File: src/rtl/pal_cfg_loader.sv
// PAL config loader: byte handshake in, MSB-first serial stream out.
// Optional CRC-8 trailer check enabled by defining CFG_CRC_EN.
module pal_cfg_loader #(
  parameter int N = 8,
  parameter int M = 8,
  parameter int P = 8
) (
  input  logic       CLK,
  input  logic       RES_N,
  input  logic       START,
  input  logic [7:0] DATA_IN,
  input  logic       DATA_VALID,
  output logic       DATA_READY,
  output logic       CFG,
  output logic       CFG_SHIFT,
  output logic       BUSY,
  output logic       DONE,
  output logic       CRC_ERR
);

  localparam int SR_LEN = 2*N*P + P*M;
  localparam int CW     = $clog2(SR_LEN+1);

`ifdef CFG_CRC_EN
  typedef enum logic [2:0] {
    S_IDLE, S_LOAD, S_SHIFT, S_DONE, S_CRC
  } state_t;
`else
  typedef enum logic [2:0] {
    S_IDLE, S_LOAD, S_SHIFT, S_DONE
  } state_t;
`endif

  state_t        state, nxt;
  logic [7:0]    hold;
  logic [CW-1:0] bit_cnt;
  logic [2:0]    bit_idx;
  logic          restart;
  logic          take;
  logic          last_bit;
  logic          byte_end;

  assign restart  = START &
                    ((state == S_IDLE) |
                     (state == S_DONE));
  assign take     = DATA_VALID &
                    (state == S_LOAD);
  assign last_bit = bit_cnt == CW'(SR_LEN-1);
  assign byte_end = bit_idx == 3'd7;

  always_ff @(posedge CLK or negedge RES_N) begin
    if (!RES_N) state <= S_IDLE;
    else        state <= nxt;
  end

  always_comb begin
    nxt        = state;
    DATA_READY = 1'b0;
    CFG_SHIFT  = 1'b0;
    CFG        = 1'b0;
    BUSY       = 1'b0;
    DONE       = 1'b0;
    unique case (state)
      S_IDLE: begin
        if (START) nxt = S_LOAD;
      end
      S_LOAD: begin
        DATA_READY = 1'b1;
        BUSY       = 1'b1;
        if (DATA_VALID) nxt = S_SHIFT;
      end
      S_SHIFT: begin
        BUSY      = 1'b1;
        CFG_SHIFT = 1'b1;
        CFG       = hold[7];
`ifdef CFG_CRC_EN
        if (last_bit)      nxt = S_CRC;
`else
        if (last_bit)      nxt = S_DONE;
`endif
        else if (byte_end) nxt = S_LOAD;
      end
`ifdef CFG_CRC_EN
      S_CRC: begin
        DATA_READY = 1'b1;
        BUSY       = 1'b1;
        if (DATA_VALID) nxt = S_DONE;
      end
`endif
      S_DONE: begin
        DONE = 1'b1;
        if (START) nxt = S_LOAD;
      end
      default: nxt = S_IDLE;
    endcase
  end

  always_ff @(posedge CLK or negedge RES_N) begin
    if (!RES_N) begin
      hold    <= '0;
      bit_cnt <= '0;
      bit_idx <= '0;
    end else begin
      if (restart) bit_cnt <= '0;
      if (take) begin
        hold    <= DATA_IN;
        bit_idx <= '0;
      end
      if (CFG_SHIFT) begin
        hold    <= {hold[6:0], 1'b0};
        bit_idx <= bit_idx + 3'd1;
        bit_cnt <= bit_cnt + CW'(1);
      end
    end
  end

`ifdef CFG_CRC_EN
  logic [7:0] crc;
  logic       crc_err;
  logic       crc_take;

  assign crc_take = DATA_VALID &
                    (state == S_CRC);

  // Running CRC-8 (poly 0x07) folded in a byte at a time
  function automatic logic [7:0] crc8(
    input logic [7:0] c,
    input logic [7:0] d
  );
    logic [7:0] r;
    r = c ^ d;
    for (int i = 0; i < 8; i++)
      r = r[7] ? ({r[6:0], 1'b0} ^ 8'h07)
               : {r[6:0], 1'b0};
    return r;
  endfunction

  always_ff @(posedge CLK or negedge RES_N) begin
    if (!RES_N) begin
      crc     <= '0;
      crc_err <= 1'b0;
    end else if (restart) begin
      crc     <= '0;
      crc_err <= 1'b0;
    end else begin
      if (take)     crc     <= crc8(crc, DATA_IN);
      if (crc_take) crc_err <= DATA_IN != crc;
    end
  end

  assign CRC_ERR = crc_err;
`else
  assign CRC_ERR = 1'b0;
`endif

endmodule

File: config.mk
export PLATFORM = sky130hd
export DESIGN_NAME = pal_cfg_loader
export DESIGN_NICKNAME = d
export VERILOG_FILES = /design/src/rtl/pal_cfg_loader.sv
export SDC_FILE = /design/constraint.sdc
export NUM_CORES = 1
export LEC_CHECK = 0
export CORE_ASPECT_RATIO = 1.4
export CORE_UTILIZATION = 56
export CTS_CLUSTER_SIZE = 16
export DETAILED_ROUTE_END_ITERATION = 8
export GPL_TIMING_DRIVEN = 0
export PLACE_DENSITY = 0.8
export SLEW_MARGIN = 0
export SYNTH_ARGS = -nofsm -noshare
export SYNTH_HDL_FRONTEND = slang
export SYNTH_SLANG_ARGS = --single-unit
File: constraint.sdc
create_clock -name CLK -period 3.1 [get_ports CLK]
set_input_delay 0.62 -clock CLK [delete_from_list [all_inputs] [get_ports CLK]]
set_output_delay 0.62 -clock CLK [all_outputs]
set_load 0.02 [all_outputs]
# Yosys cells after proc, flatten, opt, wreduce, memory -nomap -nowiden
# Index checks and enable logic that the tools add are counted.
word_totals:
  ff_bits: 22
  inputBits: 12
  output_inout_bits: 6
  word_cells: 39
op_classes:
  add_sub_neg: 2
  eq_ne: 8
  muxes: 16
  n_bitwise: 3
  reduce_logical: 6
ops:
  columns: ["operator", "count"]
  rows:
  - ["2-to-1 mux 8 bit", 4]
  - ["2-to-1 mux 3 bit", 6]
  - ["case mux 3 bit (3 select lines)", 1]
  - ["adder 8 x 1 -> 8 bit (second input constant)", 1]
  - ["== test 8 bit (second input constant)", 1]
  - ["== test 3 x 2 -> 1 bit (second input constant)", 2]
  - ["2-to-1 mux 1 bit", 5]
  - ["nonzero test 2 bit", 2]
  - ["OR reduction 2 bit", 2]
  - ["adder 3 x 1 -> 3 bit (second input constant)", 1]
  - ["== test 3 x 1 -> 1 bit (second input constant)", 1]
  - ["== test 3 bit (second input constant)", 1]
  - ["zero test 3 bit", 1]
  - ["inequality test 3 bit (second input constant)", 1]
  - ["AND reduction 3 bit", 1]
  - ["bitwise AND 1 bit", 2]
  - ["inequality test 2 x 1 -> 1 bit (second input constant)", 1]
  - ["inequality test 2 bit (second input constant)", 1]
  - ["bitwise OR 1 bit", 1]

# Longest topological paths before layout
depth:
  depth_word: 5
  mapped_depth: 7
  mapped_depth_nobuf: 6

# Worst setup path before layout
# Ideal clock, no wire load.
synth_path:
  path_kind: "register -> output"
  start: "register state[0]"
  end: "output port CFG"
  arrival_ps: 1423
  required_time_ps: 2480
  path_slack_ps: 1057
  path_stages_with_launch: 6
  path_buffers: 2
  path_cell_list: "dfrtp_1 -> inv_1 -> ha_1 -> buf_4 -> clkbuf_1 -> and2_1"
synth_between:
  elab_chain_len: 2
synth_rtl:
  columns: ["element", "line_no", "source"]
  rows:
  - ["from (decl)", "34", "state_t state, nxt;"]
  - ["from (signal assigned)", "53", "else state <= nxt;"]
  - ["== test 3 x 2 -> 1 bit", "63", "unique case (state)"]
  - ["2-to-1 mux 1 bit", "63", null]
  - ["to (decl)", "14", "output logic CFG,"]
# No other way between the ends.

# Worst setup path in the final report
# Same ends and word-level chain as after synthesis.

==> impl_metrics.yaml <==
run_status:
  status: "completed"
logic_synthesis:
  synthCells: 116
  synth_edf_count: 0
  synthAdderAreaFrac_pct: 7.86
  muxShareOfSynthArea_pct: 10.9
  ys_ff_latch: 21
  syn_nets: 135
  synthArstFlopShare_pct: 100
  netlist_area_sq_um: 1110
  synth_compound_gate_area_share_pct: 12.0
  yosys.area_share.simple_pct: 14.6
  avgSynthCellArea_sq_um: 9.61
  synth_cell_types: 27
  synthXorXnorAreaFrac_pct: 2.36
  yosysWarningCount: 0
  yosysSeqAreaShare_pct: 47.1
  synth_top_family_by_area: "simple AND/OR/NAND/NOR gates"
  ys.flop_type: "dfrtp_1"
setup_path:
  path_cells: "inv_1 > ha_1 > buf_4 > clkbuf_1 > and2_1 > clkdlybuf4s50_1"
  cp_max_fo: 10
  worst_path_dominant_cell_family: "buffers and inverters"
  required_ns: 2.48
  cp-end-kind: "output port"
  cp-start-kind: "register"
  cp.arrival_ns: 2.33
  cp_slowest_stage_delay_ns: 0.61
  critPathSlowestCell: "clkdlybuf4s50_1"
  crit_type: "reg -> out"
  cp.buffers_inverters: 4
power_and_ir_drop:
  peakVddDrop_mv: 0.468
  leakage_nw: 0.631
  totalPowerFinal_mw: 1.09
  powerDensity_nw_per_um2: 824
clock_network:
  path_clk_slew_ns: 0.12
  cts_made_buffers: 3
  htree_levels: 1
  post_cts_resized: 0
  ctsHoldBuffers: 0
  ctsRootBufferMaster: "clkbuf_4"
  tritoncts: "yes"
  clk_latency_ns: 0.31
  cts_setup_buffers: 0
  clock-sinks: 21
  clockBufferDepth: 2
timing:
  fmax_mhz: 340
  hold_viol_final: 0
  worst-slew-pin-transition_ns: 0.921
  slew_headroom_pct: 38.4
  skew_ns: 0.00328
  min_period_over_period_pct: 95.0
  rsz0062_at_grt: "false"
  setup_viol: 0
  drv_slew: 0
  period_needed_ns: 2.95
  fin_worst_hold_slack_ns: 0.484
  finalSetupTns_ns: 0
finish:
  diodes: 0
  fin_util_pct: 72.8
  num-fill-cells: 133
  final_layout_size_suffix_gt1_share_pct: 6.62
  area_growth_pct: 19.1
  area.sequential_sq_um: 526
  finalNetCount: 156
  multiInputGateArea_sq_um: 536
floorplanning:
  core_sq_um: 1820
  num_rows: 18
  die-area_sq_um: 2180
  ios: 18
  start_util_pct: 61.1
  die_x_um: 39.7
  die_y_um: 54.8
drt:
  via_count: 852
  drt_iter0_markers: 16
  firstDrtPassIters: 4
  wirelength_um: 2040
  post_drt_wl_per_cell_um: 13.0
  viasPerCell: 5.46
  final_antenna_net_count: 0
  route.detailed.drc: 0
global_routing:
  grt_max_degree: 22
  antenna_found_initial: 0
  top_usage_layer: "met2"
  grt_pass1_vias: 802
  grt_pass1_wl_um: 3420
  grt_use_met3_pct: 3.66
  use_met1_pct: 28.5
  met2_usage_pct: 40.2
  overflow: 0
  grtUsageTotal_pct: 23.6
placed_design:
  globalplace.congestion: 0.717
  dp_hpwl_um: 1490
  io_buffer_count: 16
run:
  drv_cap: 0
hold_path:
  hp-class: "reg -> reg"
==> per-layer routing <==
| metal | part of all wire [%] | up-vias |
|---|---|---|
| li1 | - | 433 |
| met1 | 45 | 395 |
| met2 | 50 | 19 |
| met3 | 3.0 | 5 |
| met4 | 1.9 | 0 |
| met5 | 0 | - |
==> synthesized netlist by cell type, drive strengths merged, types with 2 or more instances <==
master	instances	area share (%)
clkbuf	2	0.67
nand3	3	1.3
o211ai	2	1.3
buf	4	2.5
nor2	3	1.0
xnor2	2	1.6
dfrtp	21	47
a21oi	3	1.3
o21ai	14	6.3
ha	7	7.9
mux2i	11	9.9
inv	5	1.7
nand2	26	8.8
==> cell type report <==
| type | count | share of cell area [%] |
|---|---|---|
| Multi-Input combinational cell | 84 | 40.3 |
| Timing Repair Buffer | 16 | 12.1 |
| Tap cell | 20 | 1.89 |
| Clock inverter | 1 | 0.377 |
| Buffer | 6 | 2.64 |
| Sequential cell | 21 | 39.6 |
| Clock buffer | 3 | 1.70 |
| Inverter | 5 | 1.41 |
==> per-stage QoR <==
step / instance area (sq um) / worst slack, ns / instances
3_3_place_gp: 1300 / 0.540 / 152
5_1_grt: 1330 / 0.0253 / 156
6_report: 1330 / 0.155 / 156
2_1_floorplan: 1110 / 1.06 / 116
4_1_cts: 1330 / 0.148 / 156
3_5_place_dp: 1300 / 0.503 / 152
==> sequential cells by signal (all words and copies together) (netlist names) <==
| signal | flops |
|---|---|
| bit_cnt | 8 |
| hold | 8 |
| state | 2 |
| bit_idx | 3 |
==> cells by family (layout without fill, tap and decap cells) <==
| logic type | after synthesis | after routing |
|---|---|---|
| AO/OA/AOI/OAI | 23 | 23 |
| XOR/XNOR | 3 | 3 |
| adder cells (fa/ha/maj) | 7 | 7 |
| buffers and inverters | 11 | 31 |
| flip-flops | 21 | 21 |
| multiplexers | 12 | 12 |
| other | 1 | 1 |
| AND/OR/NAND/NOR | 38 | 38 |
==> layout by cell type (no fill, tap or decap), types with 3 or more instances in the layout <==
cell type	synthesis	layout
a21oi_1	3	3
buf_4	3	3
clkbuf_4	0	3
clkdlybuf4s50_1	0	16
dfrtp_1	21	21
ha_1	7	7
inv_1	5	5
mux2i_1	11	11
nand2_1	26	26
nand3_1	3	3
nor2_1	3	3
o21ai_0	14	14
==> worst paths after layout <==
check / from / slack, ns / cells past startpoint / end
setup reg to reg: state[0] / 1.58 / 6 / state[0]
hold / removal: bit_cnt[7] / 0.48 / 1 / bit_cnt[7]
min in group asynchronous: RES_N / 0.81 / 1 / state[0]
setup / recovery: state[0] / 0.15 / 6 / CFG
hold reg to reg: bit_cnt[7] / 0.48 / 1 / bit_cnt[7]
max in group asynchronous: RES_N / 1.73 / 1 / bit_cnt[0]
==> power breakdown <==
| group | internal, mW | leakage [nW] | total [mW] | switching [mW] |
|---|---|---|---|---|
| Sequential | 0.370 | 0.271 | 0.436 | 0.0660 |
| Combinational | 0.235 | 0.342 | 0.524 | 0.289 |
| Clock | 0.0484 | 0.0177 | 0.135 | 0.0864 |
Power figures use the tool's default switching activity.
